--- config.mk ---
export PLATFORM = sky130hd
export DESIGN_NAME = hazard_ctrl_unit_flat
export DESIGN_NICKNAME = d
export VERILOG_FILES = /design/src/rtl/hcu_pkg.sv /design/src/rtl/hazard_ctrl_unit_if.sv /design/src/rtl/hcu_wait_counter.sv /design/src/rtl/hazard_ctrl_unit.sv /design/src/flat_wrapper.sv
export SDC_FILE = /design/constraint.sdc
export NUM_CORES = 1
export LEC_CHECK = 0
export BUFFER_PORTS_ARGS = -buffer_cell sky130_fd_sc_hd__clkbuf_2
export CAP_MARGIN = 20
export CORE_AREA = 2 2 39 41
export DETAILED_ROUTE_END_ITERATION = 10
export DIE_AREA = 0 0 41 43
export GPL_ROUTABILITY_DRIVEN = 1
export GPL_TIMING_DRIVEN = 0
export PLACE_DENSITY = 0.47
export SYNTH_ARGS = -nofsm -noshare
export SYNTH_HDL_FRONTEND = slang
export SYNTH_SLANG_ARGS = --single-unit
--- constraint.sdc ---
create_clock -name clk -period 3.8 [get_ports clk]
set_clock_uncertainty 0.05 [all_clocks]
set_input_delay 0.38 -clock clk [delete_from_list [all_inputs] [get_ports clk]]
set_output_delay 0.38 -clock clk [all_outputs]
set_load 0.02 [all_outputs]
--- src/rtl/hcu_pkg.sv ---
// Shared encodings for the pipeline hazard controller: FSM states and the
// bundle of per-register write-enable/flush controls.
package hcu_pkg;

    localparam int HCU_STATE_W = 2;

    typedef enum logic [HCU_STATE_W-1:0] {
        HCU_RUN       = 2'b00,
        HCU_LU_STALL  = 2'b01,
        HCU_BR_SHADOW = 2'b10,
        HCU_MEM_WAIT  = 2'b11
    } hcu_state_e;

    typedef struct packed {
        logic pc_we;
        logic ifid_we;
        logic ifid_flush;
        logic idex_we;
        logic idex_flush;
        logic exmem_we;
        logic memwb_flush;
    } hcu_ctrl_t;

    // Control patterns; any asserted flush keeps its register's WE high.
    localparam hcu_ctrl_t HCU_CTRL_RUN    = hcu_ctrl_t'(7'b1101010);
    localparam hcu_ctrl_t HCU_CTRL_HOLD   = hcu_ctrl_t'(7'b0000001);
    localparam hcu_ctrl_t HCU_CTRL_BRANCH = hcu_ctrl_t'(7'b1111110);
    localparam hcu_ctrl_t HCU_CTRL_STALL  = hcu_ctrl_t'(7'b0001110);

endpackage

--- src/rtl/hazard_ctrl_unit_if.sv ---
// Hazard inputs from the core and pipeline-register controls back to it.
// master = core side, slave = hazard controller.
interface hazard_ctrl_unit_if;
    import hcu_pkg::*;

    logic                   FU__Need_Stall;
    logic                   EX__Branch_Taken;
    logic                   MEM__Busy;
    logic                   PC_WE;
    logic                   IFid_WE;
    logic                   IFid_Flush;
    logic                   IDex_WE;
    logic                   IDex_Flush;
    logic                   EXmem_WE;
    logic                   MEMwb_Flush;
    logic                   Mem_Timeout;
    logic [HCU_STATE_W-1:0] HCU_State;

    modport master (
        output FU__Need_Stall, EX__Branch_Taken, MEM__Busy,
        input  PC_WE, IFid_WE, IFid_Flush, IDex_WE, IDex_Flush,
               EXmem_WE, MEMwb_Flush, Mem_Timeout, HCU_State
    );

    modport slave (
        input  FU__Need_Stall, EX__Branch_Taken, MEM__Busy,
        output PC_WE, IFid_WE, IFid_Flush, IDex_WE, IDex_Flush,
               EXmem_WE, MEMwb_Flush, Mem_Timeout, HCU_State
    );

endinterface

--- src/rtl/hcu_wait_counter.sv ---
// Counts consecutive memory-busy cycles, saturating at MEM_WAIT_MAX, and
// raises a sticky timeout on the edge the count reaches MEM_WAIT_MAX.
module hcu_wait_counter #(
    parameter int MEMWAIT_W    = 4,
    parameter int MEM_WAIT_MAX = 15
) (
    input  logic clk,
    input  logic rst,
    input  logic i_busy,
    output logic o_timeout
);
    import hcu_pkg::*;

    localparam logic [MEMWAIT_W-1:0] MAXV = MEM_WAIT_MAX[MEMWAIT_W-1:0];

    logic [MEMWAIT_W-1:0] r_count;
    logic [MEMWAIT_W-1:0] w_count_nxt;
    logic                 r_timeout;

    assign w_count_nxt = (r_count == MAXV) ? MAXV : r_count + 1'b1;

    always_ff @(posedge clk) begin
        if (rst) begin
            r_count   <= '0;
            r_timeout <= 1'b0;
        end else if (i_busy) begin
            r_count <= w_count_nxt;
            if (w_count_nxt == MAXV)
                r_timeout <= 1'b1;
        end else begin
            r_count <= '0;
        end
    end

    assign o_timeout = r_timeout;

endmodule

--- src/rtl/hazard_ctrl_unit.sv ---
// Pipeline hazard controller: turns load-use, branch and memory-busy events
// into PC / pipeline-register WE and flush controls. Optional macro
// HCU_PERF_CNT_EN adds stall/flush/mem-wait performance counters.
module hazard_ctrl_unit
    import hcu_pkg::*;
#(
    parameter int MEM_WAIT_MAX = 15,
    parameter int MEMWAIT_W    = 4
) (
    input  logic               clk,
    input  logic               rst,
    hazard_ctrl_unit_if.slave  bus
`ifdef HCU_PERF_CNT_EN
    ,
    output logic [31:0]        Perf_Stall_Cnt,
    output logic [31:0]        Perf_Flush_Cnt,
    output logic [31:0]        Perf_MemWait_Cnt
`endif
);

    hcu_state_e r_state;
    hcu_state_e w_next_state;
    hcu_ctrl_t  w_ctrl;
    logic       w_stall_ok;
    logic       w_lu_ev;
    logic       w_br_ev;
    logic       w_busy_ev;
    logic       w_timeout;

    // Stall is honoured only where ID/EX can hold a live consumer; after a
    // bubble or a squash it is masked so each load-use costs one bubble.
    assign w_stall_ok = (r_state == HCU_RUN) || (r_state == HCU_MEM_WAIT);

    always_comb begin
        w_ctrl       = HCU_CTRL_RUN;
        w_next_state = HCU_RUN;
        w_lu_ev      = 1'b0;
        w_br_ev      = 1'b0;
        w_busy_ev    = 1'b0;
        if (!rst) begin
            if (bus.MEM__Busy) begin
                w_ctrl       = HCU_CTRL_HOLD;
                w_next_state = HCU_MEM_WAIT;
                w_busy_ev    = 1'b1;
            end else if (bus.EX__Branch_Taken) begin
                w_ctrl       = HCU_CTRL_BRANCH;
                w_next_state = HCU_BR_SHADOW;
                w_br_ev      = 1'b1;
            end else if (bus.FU__Need_Stall && w_stall_ok) begin
                w_ctrl       = HCU_CTRL_STALL;
                w_next_state = HCU_LU_STALL;
                w_lu_ev      = 1'b1;
            end
        end
    end

    always_ff @(posedge clk) begin
        if (rst)
            r_state <= HCU_RUN;
        else
            r_state <= w_next_state;
    end

    hcu_wait_counter #(
        .MEMWAIT_W    (MEMWAIT_W),
        .MEM_WAIT_MAX (MEM_WAIT_MAX)
    ) u_wait_cnt (
        .clk       (clk),
        .rst       (rst),
        .i_busy    (bus.MEM__Busy),
        .o_timeout (w_timeout)
    );

    assign bus.PC_WE       = w_ctrl.pc_we;
    assign bus.IFid_WE     = w_ctrl.ifid_we;
    assign bus.IFid_Flush  = w_ctrl.ifid_flush;
    assign bus.IDex_WE     = w_ctrl.idex_we;
    assign bus.IDex_Flush  = w_ctrl.idex_flush;
    assign bus.EXmem_WE    = w_ctrl.exmem_we;
    assign bus.MEMwb_Flush = w_ctrl.memwb_flush;
    assign bus.Mem_Timeout = w_timeout;
    assign bus.HCU_State   = r_state;

`ifdef HCU_PERF_CNT_EN
    logic [31:0] r_stall_cnt;
    logic [31:0] r_flush_cnt;
    logic [31:0] r_memwait_cnt;

    always_ff @(posedge clk) begin
        if (rst) begin
            r_stall_cnt   <= '0;
            r_flush_cnt   <= '0;
            r_memwait_cnt <= '0;
        end else begin
            if (w_lu_ev)   r_stall_cnt   <= r_stall_cnt + 32'd1;
            if (w_br_ev)   r_flush_cnt   <= r_flush_cnt + 32'd1;
            if (w_busy_ev) r_memwait_cnt <= r_memwait_cnt + 32'd1;
        end
    end

    assign Perf_Stall_Cnt   = r_stall_cnt;
    assign Perf_Flush_Cnt   = r_flush_cnt;
    assign Perf_MemWait_Cnt = r_memwait_cnt;
`else
    logic w_unused_ev;
    assign w_unused_ev = w_lu_ev ^ w_br_ev ^ w_busy_ev;
`endif

endmodule

--- src/flat_wrapper.sv ---
// flat-port wrapper written by rule: the top's interface ports become plain ports
module hazard_ctrl_unit_flat import hcu_pkg::*;
#(
    parameter int MEM_WAIT_MAX = 15,
    parameter int MEMWAIT_W    = 4
)
  (clk, rst, bus_FU__Need_Stall, bus_EX__Branch_Taken, bus_MEM__Busy, bus_PC_WE, bus_IFid_WE, bus_IFid_Flush, bus_IDex_WE, bus_IDex_Flush, bus_EXmem_WE, bus_MEMwb_Flush, bus_Mem_Timeout, bus_HCU_State);
  hazard_ctrl_unit_if bus_i ();
  input  logic clk;
  input  logic rst;
  input wire logic [$bits(bus_i.FU__Need_Stall)-1:0] bus_FU__Need_Stall;
  input wire logic [$bits(bus_i.EX__Branch_Taken)-1:0] bus_EX__Branch_Taken;
  input wire logic [$bits(bus_i.MEM__Busy)-1:0] bus_MEM__Busy;
  output wire logic [$bits(bus_i.PC_WE)-1:0] bus_PC_WE;
  output wire logic [$bits(bus_i.IFid_WE)-1:0] bus_IFid_WE;
  output wire logic [$bits(bus_i.IFid_Flush)-1:0] bus_IFid_Flush;
  output wire logic [$bits(bus_i.IDex_WE)-1:0] bus_IDex_WE;
  output wire logic [$bits(bus_i.IDex_Flush)-1:0] bus_IDex_Flush;
  output wire logic [$bits(bus_i.EXmem_WE)-1:0] bus_EXmem_WE;
  output wire logic [$bits(bus_i.MEMwb_Flush)-1:0] bus_MEMwb_Flush;
  output wire logic [$bits(bus_i.Mem_Timeout)-1:0] bus_Mem_Timeout;
  output wire logic [$bits(bus_i.HCU_State)-1:0] bus_HCU_State;
  assign bus_i.FU__Need_Stall = bus_FU__Need_Stall;
  assign bus_i.EX__Branch_Taken = bus_EX__Branch_Taken;
  assign bus_i.MEM__Busy = bus_MEM__Busy;
  assign bus_PC_WE = bus_i.PC_WE;
  assign bus_IFid_WE = bus_i.IFid_WE;
  assign bus_IFid_Flush = bus_i.IFid_Flush;
  assign bus_IDex_WE = bus_i.IDex_WE;
  assign bus_IDex_Flush = bus_i.IDex_Flush;
  assign bus_EXmem_WE = bus_i.EXmem_WE;
  assign bus_MEMwb_Flush = bus_i.MEMwb_Flush;
  assign bus_Mem_Timeout = bus_i.Mem_Timeout;
  assign bus_HCU_State = bus_i.HCU_State;
  hazard_ctrl_unit #(.MEM_WAIT_MAX(MEM_WAIT_MAX), .MEMWAIT_W(MEMWAIT_W)) u_core (.clk(clk), .rst(rst), .bus(bus_i));
endmodule
==> results.md, run 1 <==
- Worst vdd ir: 0.000139 V
- First-pass GRT wire length: 1090 µm
- Number of top-level pins: 15
- Setup violation total in the final timing report: 0
- Warnings from Yosys: 0
- Num CTS Buffers: 3
- Category of cells accounting for the largest share of critical-path delay: flip-flops
- Routed wire length: 746 µm
- Synthesized instance count: 43
- CTS clk-pin slew, worst paths: 0.05 ns
- Layout overhead on the synthesized area: 32.2%
- Power per standard cell area: 362 nW/µm²
- Pleak: 0.215 nW
- Final worst-path setup slack: 1.99 ns
- Area enclosed by the die boundary: 1760 µm²
- Switching power of the nets: 0.0463 mW
- Post-layout power: 0.173 mW
- Internal power of the cells: 0.127 mW
- Worst Setup End Kind: output pin
- Root Buffer: sky130_fd_sc_hd__clkbuf_4
- Hold buffers post-CTS: 0
- Overall overflow remaining after global route: 0
- Standard-cell row count: 14
- Leading post-synthesis cells by cell area: sky130_fd_sc_hd__dfxtp_1 (39%), sky130_fd_sc_hd__buf_6 (6.2%), sky130_fd_sc_hd__nor2_1 (6.2%)
- Type of the tightest min-delay check: in -> reg
- Fin. max-slew vios: 0
- Area occupied by multi-input gates: 173 µm²
- Vias per Instance: 4.60
- Logic pwr share: 15.8%
- Most common cell in the synthesized netlist: sky130_fd_sc_hd__dfxtp_1
- Seq/Total Area, Yosys: 38.8%
- List of cells traversed by the critical path: xnor2_1, a31oi_1, or2_1, buf_4, clkbuf_2
- Count of instances resized after the clock tree is built: 0
- Non-Filler Instances: 77
- Standard cell with the maximum stage delay on the critical path: sky130_fd_sc_hd__dfxtp_1
- Number of distinct library cell variants in the gate-level netlist after synthesis: 20
- Worst Path Arrival: 1.38 ns
- Hold path depth: 3
- Worst-case headroom to the max-slew limit: 82.6%
- Setup repair after global routing missed its margin: false
- Share of async-settable or async-resettable flops after synthesis: 0%
- Iter 0 DRT Violations: 1
- Crit-path max FO: 2
- Fraction of layout instances using a drive strength above 1: 34.4%
- Number of max-cap violations: 0
- Post-route fraction of the period consumed by the critical path: 47.8%
- Maximum number of pins on one net before global-route repair: 8
- Sum of net half-perimeters after detailed placement: 548 µm
- Post-route cell area: 478 µm²
- Crit Path Class: reg -> out
- Xor/xnor share of the synthesized area: 4.84%
- Clock latency on the worst-skew pair: 0.25 ns
- Run status: completed
- Placed Instances: 73
- Starting Density: 26.1%
- Post-synthesis share of cell area spent on full adders, half adders and majority gates: 3.46%
- Postcts setup bufs: 0
- Flip-flop and latch count after synthesis: 7
- Clock share of power: 39.2%
- TritonCTS sink count: 7
- Y dimension of the die: 43 µm
- Compound-gate portion of the synthesized area: 14.5%
- Number of nets in the synthesized netlist: 49
- Register area: 140 µm²
- Share of cell area taken by muxes after synthesis: 0%
- Largest family of logic cells by synthesized area: simple AND/OR/NAND/NOR gates
- Most frequently used flop master after synthesis: sky130_fd_sc_hd__dfxtp_1
- Part of the power in registers: 45.0%
- DR vias: 354
- Critical path buffer and inverter count: 2
- Total number of nets in the final design: 68
- Via count of the first global-routing pass: 263
- Placeable Area: 1380 µm²
- Filler Cell Count: 153
- Number of antenna violations at the first check in global routing: 0
- Detail Route Antenna Nets: 0
- Slew at the pin closest to its max-slew limit: 0.258 ns
- Clock H-tree levels: 1
- Mapped cell area: 362 µm²
- Register-to-Register Path Depth: 5
- RePlAce Congestion: 0.755
- Top cell type's share of synthesized area: 38.8%
- Overall die width: 41 µm
- Synth area leader: sky130_fd_sc_hd__dfxtp_1
- DR DRC count: 0
- Overall routing resource usage: 9.54%
- Number of buffers on the longest clock path: 2
- Data required time of the critical path: 3.37 ns
- Achievable clock frequency: 0.551 GHz
- Mean cell area of the mapped netlist: 8.41 µm²
- Number of enable-type register cells in the synthesized netlist: 0
- Count of cell instances traversed by the critical path: 5
- First-pass iteration count of the detailed router: 5
- Simple-Gate Fraction of Synth Area: 24.9%
- Startpoint Class: flip-flop
- Post-DR wirelength/cell: 9.69 µm
- Hold Vio Cnt, Final: 0
- Slowest cell delay on critical path: 0.31 ns
- Post-route minimum period: 1.81 ns
- Switching share of power: 26.8%
- Input/output buffers: 14
- TritonCTS clock tree: done
- Synth top cells by count: sky130_fd_sc_hd__dfxtp_1 (7), sky130_fd_sc_hd__nor2_1 (6), sky130_fd_sc_hd__a21oi_1 (3), sky130_fd_sc_hd__inv_1 (3), sky130_fd_sc_hd__nor3_1 (3)
- Antenna cell count: 0
- Total placed instance area: 452 µm²
- Final setup TNS: 0 ns
- Worst slack at placement: 2.23 ns
## flip-flops by register name, indices dropped and copies added, names as in the netlist
| signal | cells |
|---|---|
| u_core.u_wait_cnt.o_timeout | 1 |
| u_core.u_wait_cnt.r_count | 4 |
| u_core.bus.HCU_State | 2 |
## final timing paths
check / startpoint / end / slack [ns]
worst max register to register: u_core.u_wait_cnt.r_count[0] / u_core.u_wait_cnt.o_timeout / 2.44
worst min register to register: u_core.u_wait_cnt.r_count[0] / u_core.u_wait_cnt.r_count[0] / 0.45
worst max-delay path: u_core.bus.HCU_State[1] / bus_PC_WE / 1.99
worst min-delay path: bus_EX__Branch_Taken / u_core.bus.HCU_State[1] / 0.32
## per-stage QoR
stage	util [%]	hold WS [ns]
final	34.5	0.322
after global routing	34.5	0.342
after CTS	34.5	0.325
after detailed placement	32.6	0.444
after global placement	32.6	0.443
after floorplan	-	0.402
## cell families (layout without fill, tap and decap cells)
logic type | Yosys count | count (layout)
AND/OR/NAND/NOR | 18 | 18
AO/OA/AOI/OAI | 8 | 8
flip-flops | 7 | 7
buffers and inverters | 7 | 25
XOR/XNOR | 2 | 2
adder cells (fa/ha/maj) | 1 | 1
## worst register-to-register path, stage by stage, from the launching register on
cell and delay [ns]:
sky130_fd_sc_hd__dfxtp_1 0.34, sky130_fd_sc_hd__ha_1 0.22, sky130_fd_sc_hd__buf_6 0.13, sky130_fd_sc_hd__xnor2_1 0.11
sky130_fd_sc_hd__o31a_1 0.27, sky130_fd_sc_hd__nor4_1 0.15
## cell type report
class                   count  share of cell area (%)
plain buffers               4                    7.85
clock buffers               4                    5.50
inverters                   3                    2.36
multi-input cells          29                    36.1
flip-flops and latches      7                    29.3
well taps                  16                    4.19
repair buffers             14                    14.7
## cells in the final DEF, fill, tap and decap left out, drive strengths merged
cell type and n:
a41oi 1, nor3 3, inv 3, o31a 1, nor3b 1, dfxtp 7, xnor2 2, nor4b 1
nand2 2, nand2b 1, nand3 2, clkbuf 18, nor2 6, a21oi 3, a31oi 2, or2 1
ha 1, nor4 1, buf 4, a211oi 1
## metal layers
layer,part of all wire (%),vias to the layer above,GRT usage [%]
li1,-,182,-
met1,45,154,12.2
met2,43,16,12.2
met3,9.5,2,4.71
met4,1.7,0,6.00
met5,0,-,0
## power groups by stage
stage	clock network (mW)	logic (mW)	registers [mW]
finish	0.0678	0.0274	0.0780
global route	0.0731	0.0307	0.0782
CTS	0.0699	0.0280	0.0780
detailed placement	0	0.0277	0.0795
global placement	0	0.0277	0.0795
floorplan	0	0.0156	0.0811
No activity file was read; power rests on OpenSTA's default activity.
==> run 2: changes to the inputs <==
clock period = 1.7 ns   (was 3.8 ns; I/O delays follow)
==> results.md, run 2 (synthesis gave the netlist of run 1 again) <==
- Crit Path Class: reg -> out
- Area enclosed by the die boundary: 1760 µm²
- Placeable Area: 1380 µm²
- Overall die width: 41 µm
- Post-route cell area: 485 µm²
- Standard cell with the maximum stage delay on the critical path: sky130_fd_sc_hd__dfxtp_1
- Commonest non-fill, non-tap cell in the layout: sky130_fd_sc_hd__clkbuf_2
- Number of max-cap violations: 0
- Worst Setup End Kind: output pin
- Post-Route Hold Slack: 0.112 ns
- TritonCTS clock tree: done
- Worst Path Arrival: 1.37 ns
- Critical path buffer and inverter count: 2
- Met2 usage: 12.2%
- Setup violation total in the final timing report: 0
- List of cells traversed by the critical path: xnor2_2, a31oi_1, or2_1, buf_4, clkbuf_2
- DR vias: 358
- Number of buffers on the longest clock path: 2
- Maximum number of pins on one net before global-route repair: 8
- Biggest register: u_core.u_wait_cnt.r_count
- Type of the tightest min-delay check: in -> reg
- Fraction of layout instances using a drive strength above 1: 36.1%
- Clock H-tree levels: 1
- Number of top-level pins: 15
- Max reg flops: 4
- Input/output buffers: 14
- Power per standard cell area: 803 nW/µm²
- Vias per Instance: 4.65
- Standard-cell row count: 14
- Layer with the highest usage after global routing: met1
- Starting Density: 26.1%
- Worst vdd ir: 0.000314 V
- Commonest cells after routing, fill and taps aside: sky130_fd_sc_hd__clkbuf_2 (14), sky130_fd_sc_hd__dfxtp_1 (7), sky130_fd_sc_hd__nor2_1 (6)
- Pleak: 0.220 nW
- Non-Filler Instances: 77
- Post-DR wirelength/cell: 9.77 µm
- TritonCTS sink count: 7
- Overall overflow remaining after global route: 0
- Iter 0 DRT Violations: 1
- Worst-case headroom to the max-slew limit: 82.6%
- Detail Route Antenna Nets: 0
- First-pass iteration count of the detailed router: 5
- Crit-path max FO: 2
- Slew at the pin closest to its max-slew limit: 0.258 ns
- Startpoint Class: flip-flop
- Num CTS Buffers: 3
- Sum of net half-perimeters after detailed placement: 548 µm
- Number of antenna violations at the first check in global routing: 0
- Setup repair after global routing missed its margin: false
- RePlAce Congestion: 0.755
- Met1 capacity usage during global routing: 12.2%
- First-pass GRT wire length: 1090 µm
- Layout overhead on the synthesized area: 34.3%
- DR DRC count: 0
- Post-layout power: 0.390 mW
- Postcts setup bufs: 0
- Overall routing resource usage: 9.54%
- Y dimension of the die: 43 µm
- Post-route fraction of the period consumed by the critical path: 93.3%
- Via count of the first global-routing pass: 263
- Data required time of the critical path: 1.48 ns
- Hold Vio Cnt, Final: 0
- Category of cells accounting for the largest share of critical-path delay: flip-flops
- Final Util: 35.1%
- Run status: completed
- Slowest cell delay on critical path: 0.33 ns
- Routed wire length: 752 µm
- Achievable clock frequency: 0.630 GHz
- Root Buffer: sky130_fd_sc_hd__clkbuf_4
- Worst slack at placement: 0.337 ns
- Final setup TNS: 0 ns
- Post-route minimum period: 1.59 ns
- Met3 usage: 4.71%
- Final worst-path setup slack: 0.113 ns
- CTS clk-pin slew, worst paths: 0.05 ns
- Filler Cell Count: 152
- Total number of nets in the final design: 68
- Fin. max-slew vios: 0
- Clock latency on the worst-skew pair: 0.25 ns
- Total placed instance area: 452 µm²
- Placed Instances: 73
- Antenna cell count: 0
## run 2: cell types whose count changed in the layout (fill, tap and decap cells not counted)
cell | before | now
sky130_fd_sc_hd__xnor2_1 | 2 | 1
sky130_fd_sc_hd__xnor2_2 | 0 | 1
## run 2: layer usage
metal	wire (µm)	vias up
met5	0	-
met4	13	0
met3	78	2
met2	325	16
met1	334	158
li1	-	182
## run 2: path summary, 6_finish.rpt
check,start,end,slack [ns],depth (start not counted)
max,u_core.bus.HCU_State[1],bus_PC_WE,0.11,5
min,bus_EX__Branch_Taken,u_core.bus.HCU_State[1],0.11,3
max reg2reg,u_core.u_wait_cnt.r_count[0],u_core.u_wait_cnt.o_timeout,0.34,5
min reg2reg,u_core.u_wait_cnt.r_count[0],u_core.u_wait_cnt.r_count[0],0.45,1
## run 2: worst min-delay path: cells and delay by family
kind | cells | cell delay (ns)
buffers and inverters | 1 | 0.10
and+or+nand+nor | 2 | 0.10
## run 2: final cells by class
| type | count | area (µm²) | share of cell area, % |
|---|---|---|---|
| repair buffers | 14 | 70.1 | 14.4 |
| plain buffers | 4 | 37.5 | 7.73 |
| inverters | 3 | 11.3 | 2.32 |
| multi-input cells | 29 | 180 | 37.1 |
| flip-flops and latches | 7 | 140 | 28.9 |
| clock buffers | 4 | 26.3 | 5.41 |
| well taps | 16 | 20.0 | 4.12 |
## run 2: what timing repair did
item | 4_1_cts | 5_1_grt
gates resized for setup | 0 | 1
endpoints found under the setup margin | 0 | 1
hold buffers | 0 | 0
## run 2: power by group
| group | switching (mW) | internal (mW) |
|---|---|---|
| Clock | 0.0619 | 0.0896 |
| Sequential | 0.00541 | 0.170 |
| Combinational | 0.0374 | 0.0257 |
| Total | 0.105 | 0.285 |
==> run 3: changes to the inputs <==
GPL_TIMING_DRIVEN = 1   (was 0)
==> results.md, run 3 (synthesis gave the netlist of run 1 again) <==
- Root Buffer: sky130_fd_sc_hd__clkbuf_4
- Detail Route Antenna Nets: 0
- Type of the tightest min-delay check: in -> reg
- Overall routing resource usage: 9.37%
- Commonest cells after routing, fill and taps aside: sky130_fd_sc_hd__clkbuf_2 (14), sky130_fd_sc_hd__dfxtp_1 (7), sky130_fd_sc_hd__nor2_1 (6)
- Crit-path max FO: 2
- First-pass iteration count of the detailed router: 4
- Worst slack at placement: 0.344 ns
- Placeable Area: 1380 µm²
- Area enclosed by the die boundary: 1760 µm²
- Power per standard cell area: 859 nW/µm²
- Biggest register: u_core.u_wait_cnt.r_count
- Iter 0 DRT Violations: 2
- Post-route minimum period: 1.49 ns
- Post-route fraction of the period consumed by the critical path: 87.8%
- Clock H-tree levels: 1
- DR DRC count: 0
- Number of max-cap violations: 0
- Worst vdd ir: 0.000494 V
- Num CTS Buffers: 3
- Capturing instance or port of the critical path: bus_IFid_WE
- Reg2reg start: u_core.u_wait_cnt.r_count[0]
- Setup repair after global routing missed its margin: false
- Max reg flops: 4
- Count of instances resized after the clock tree is built: 0
- Fraction of layout instances using a drive strength above 1: 29.8%
- Final setup TNS: 0 ns
- Final worst-path setup slack: 0.207 ns
- Post-DR wirelength/cell: 9.75 µm
- Hold path depth: 2
- Area occupied by multi-input gates: 173 µm²
- Fin. max-slew vios: 0
- Layout overhead on the synthesized area: 21.8%
- Worst Path Arrival: 1.27 ns
- Commonest non-fill, non-tap cell in the layout: sky130_fd_sc_hd__clkbuf_2
- Timing startpoint of the critical path: u_core.bus.HCU_State[1]
- Setup violation total in the final timing report: 0
- Number of top-level pins: 15
- Run status: completed
- Sum of net half-perimeters after detailed placement: 545 µm
- Starting Density: 26.1%
- Postcts setup bufs: 0
- Register area: 140 µm²
- Number of antenna violations at the first check in global routing: 0
- Overall die width: 41 µm
- Clock latency on the worst-skew pair: 0.25 ns
- CTS clk-pin slew, worst paths: 0.05 ns
- Filler Cell Count: 152
- Slowest cell delay on critical path: 0.31 ns
- Startpoint Class: flip-flop
- Pleak: 0.194 nW
- Number of buffers on the longest clock path: 2
- DR vias: 345
- Data required time of the critical path: 1.48 ns
- Standard cell with the maximum stage delay on the critical path: sky130_fd_sc_hd__dfxtp_1
- TritonCTS sink count: 7
- Register-to-Register Path Depth: 4
- Crit Path Class: reg -> out
- Via count of the first global-routing pass: 247
- Antenna cell count: 0
- TritonCTS clock tree: done
- Placed Instances: 69
- Vias per Instance: 4.73
- Total number of nets in the final design: 64
- Overall overflow remaining after global route: 0
- Hold buffers post-CTS: 0
- R2R Setup Slk: 0.35 ns
- Worst-case headroom to the max-slew limit: 81.2%
- RePlAce Congestion: 0.861
- List of cells traversed by the critical path: xnor2_1, a31oi_1, or2_1, clkbuf_2
- Input/output buffers: 14
- Worst Setup End Kind: output pin
- Hold Vio Cnt, Final: 0
- Slew at the pin closest to its max-slew limit: 0.278 ns
- Achievable clock frequency: 0.670 GHz
- Routed wire length: 712 µm
- Non-Filler Instances: 73
- Standard-cell row count: 14
- Y dimension of the die: 43 µm
- First-pass GRT wire length: 1020 µm
- Maximum number of pins on one net before global-route repair: 8
- Reg-to-Reg End: u_core.u_wait_cnt.o_timeout
## run 3: changes by cell type in the layout (fill, tap and decap cells not counted), sizes merged
cell,before,now
buf,4,0
## run 3: per-layer routing
layer | vias to the layer above | track usage (%) | wire (µm)
li1 | 179 | - | -
met1 | 150 | 10.4 | 331
met2 | 14 | 12.5 | 302
met3 | 2 | 6.28 | 68
met4 | 0 | 6.00 | 9
met5 | - | 0 | 0
## run 3: critical path, delay by kind of cell, from the launching register on
kind | cells | cell delay [ns]
and+or+nand+nor | 1 | 0.23
AOI/OAI and AO/OA | 1 | 0.13
buffers and inverters | 1 | 0.16
xor gates and xnor gates | 1 | 0.20
DFF | 1 | 0.31
## run 3: layout make-up
type | instances | share of cell area (%)
Inverter | 3 | 2.56
Clock buffer | 4 | 5.97
Sequential cell | 7 | 31.8
Multi-Input combinational cell | 29 | 39.2
Timing Repair Buffer | 14 | 15.9
Tap cell | 16 | 4.55
## run 3: metrics by stage
stage / instance area [µm²] / power [mW] / hold WS [ns] / utilization, %
after CTS: 440 / 0.388 / 0.112 / 31.8
after global routing: 440 / 0.403 / 0.120 / 31.8
final: 440 / 0.378 / 0.117 / 31.8
after detailed placement: 414 / 0.235 / 0.377 / 29.9
after floorplan: 362 / 0.216 / 0.192 / -
after global placement: 414 / 0.235 / 0.382 / 29.9
## run 3: how the worst min path moves through the flow
| stage | start | endpoint | slack [ns] |
|---|---|---|---|
| floorplan | rst | u_core.bus.HCU_State[0] | 0.19 |
| global placement | bus_EX__Branch_Taken | u_core.bus.HCU_State[1] | 0.38 |
| detailed placement | rst | u_core.bus.HCU_State[1] | 0.38 |
| CTS | rst | u_core.bus.HCU_State[1] | 0.11 |
| global route | rst | u_core.bus.HCU_State[1] | 0.12 |
| finish | rst | u_core.bus.HCU_State[1] | 0.12 |
## run 3: report_power, final
group	internal (mW)	switching [mW]
logic	0.0202	0.0363
clock network	0.0894	0.0581
registers	0.170	0.00432
total	0.280	0.0987
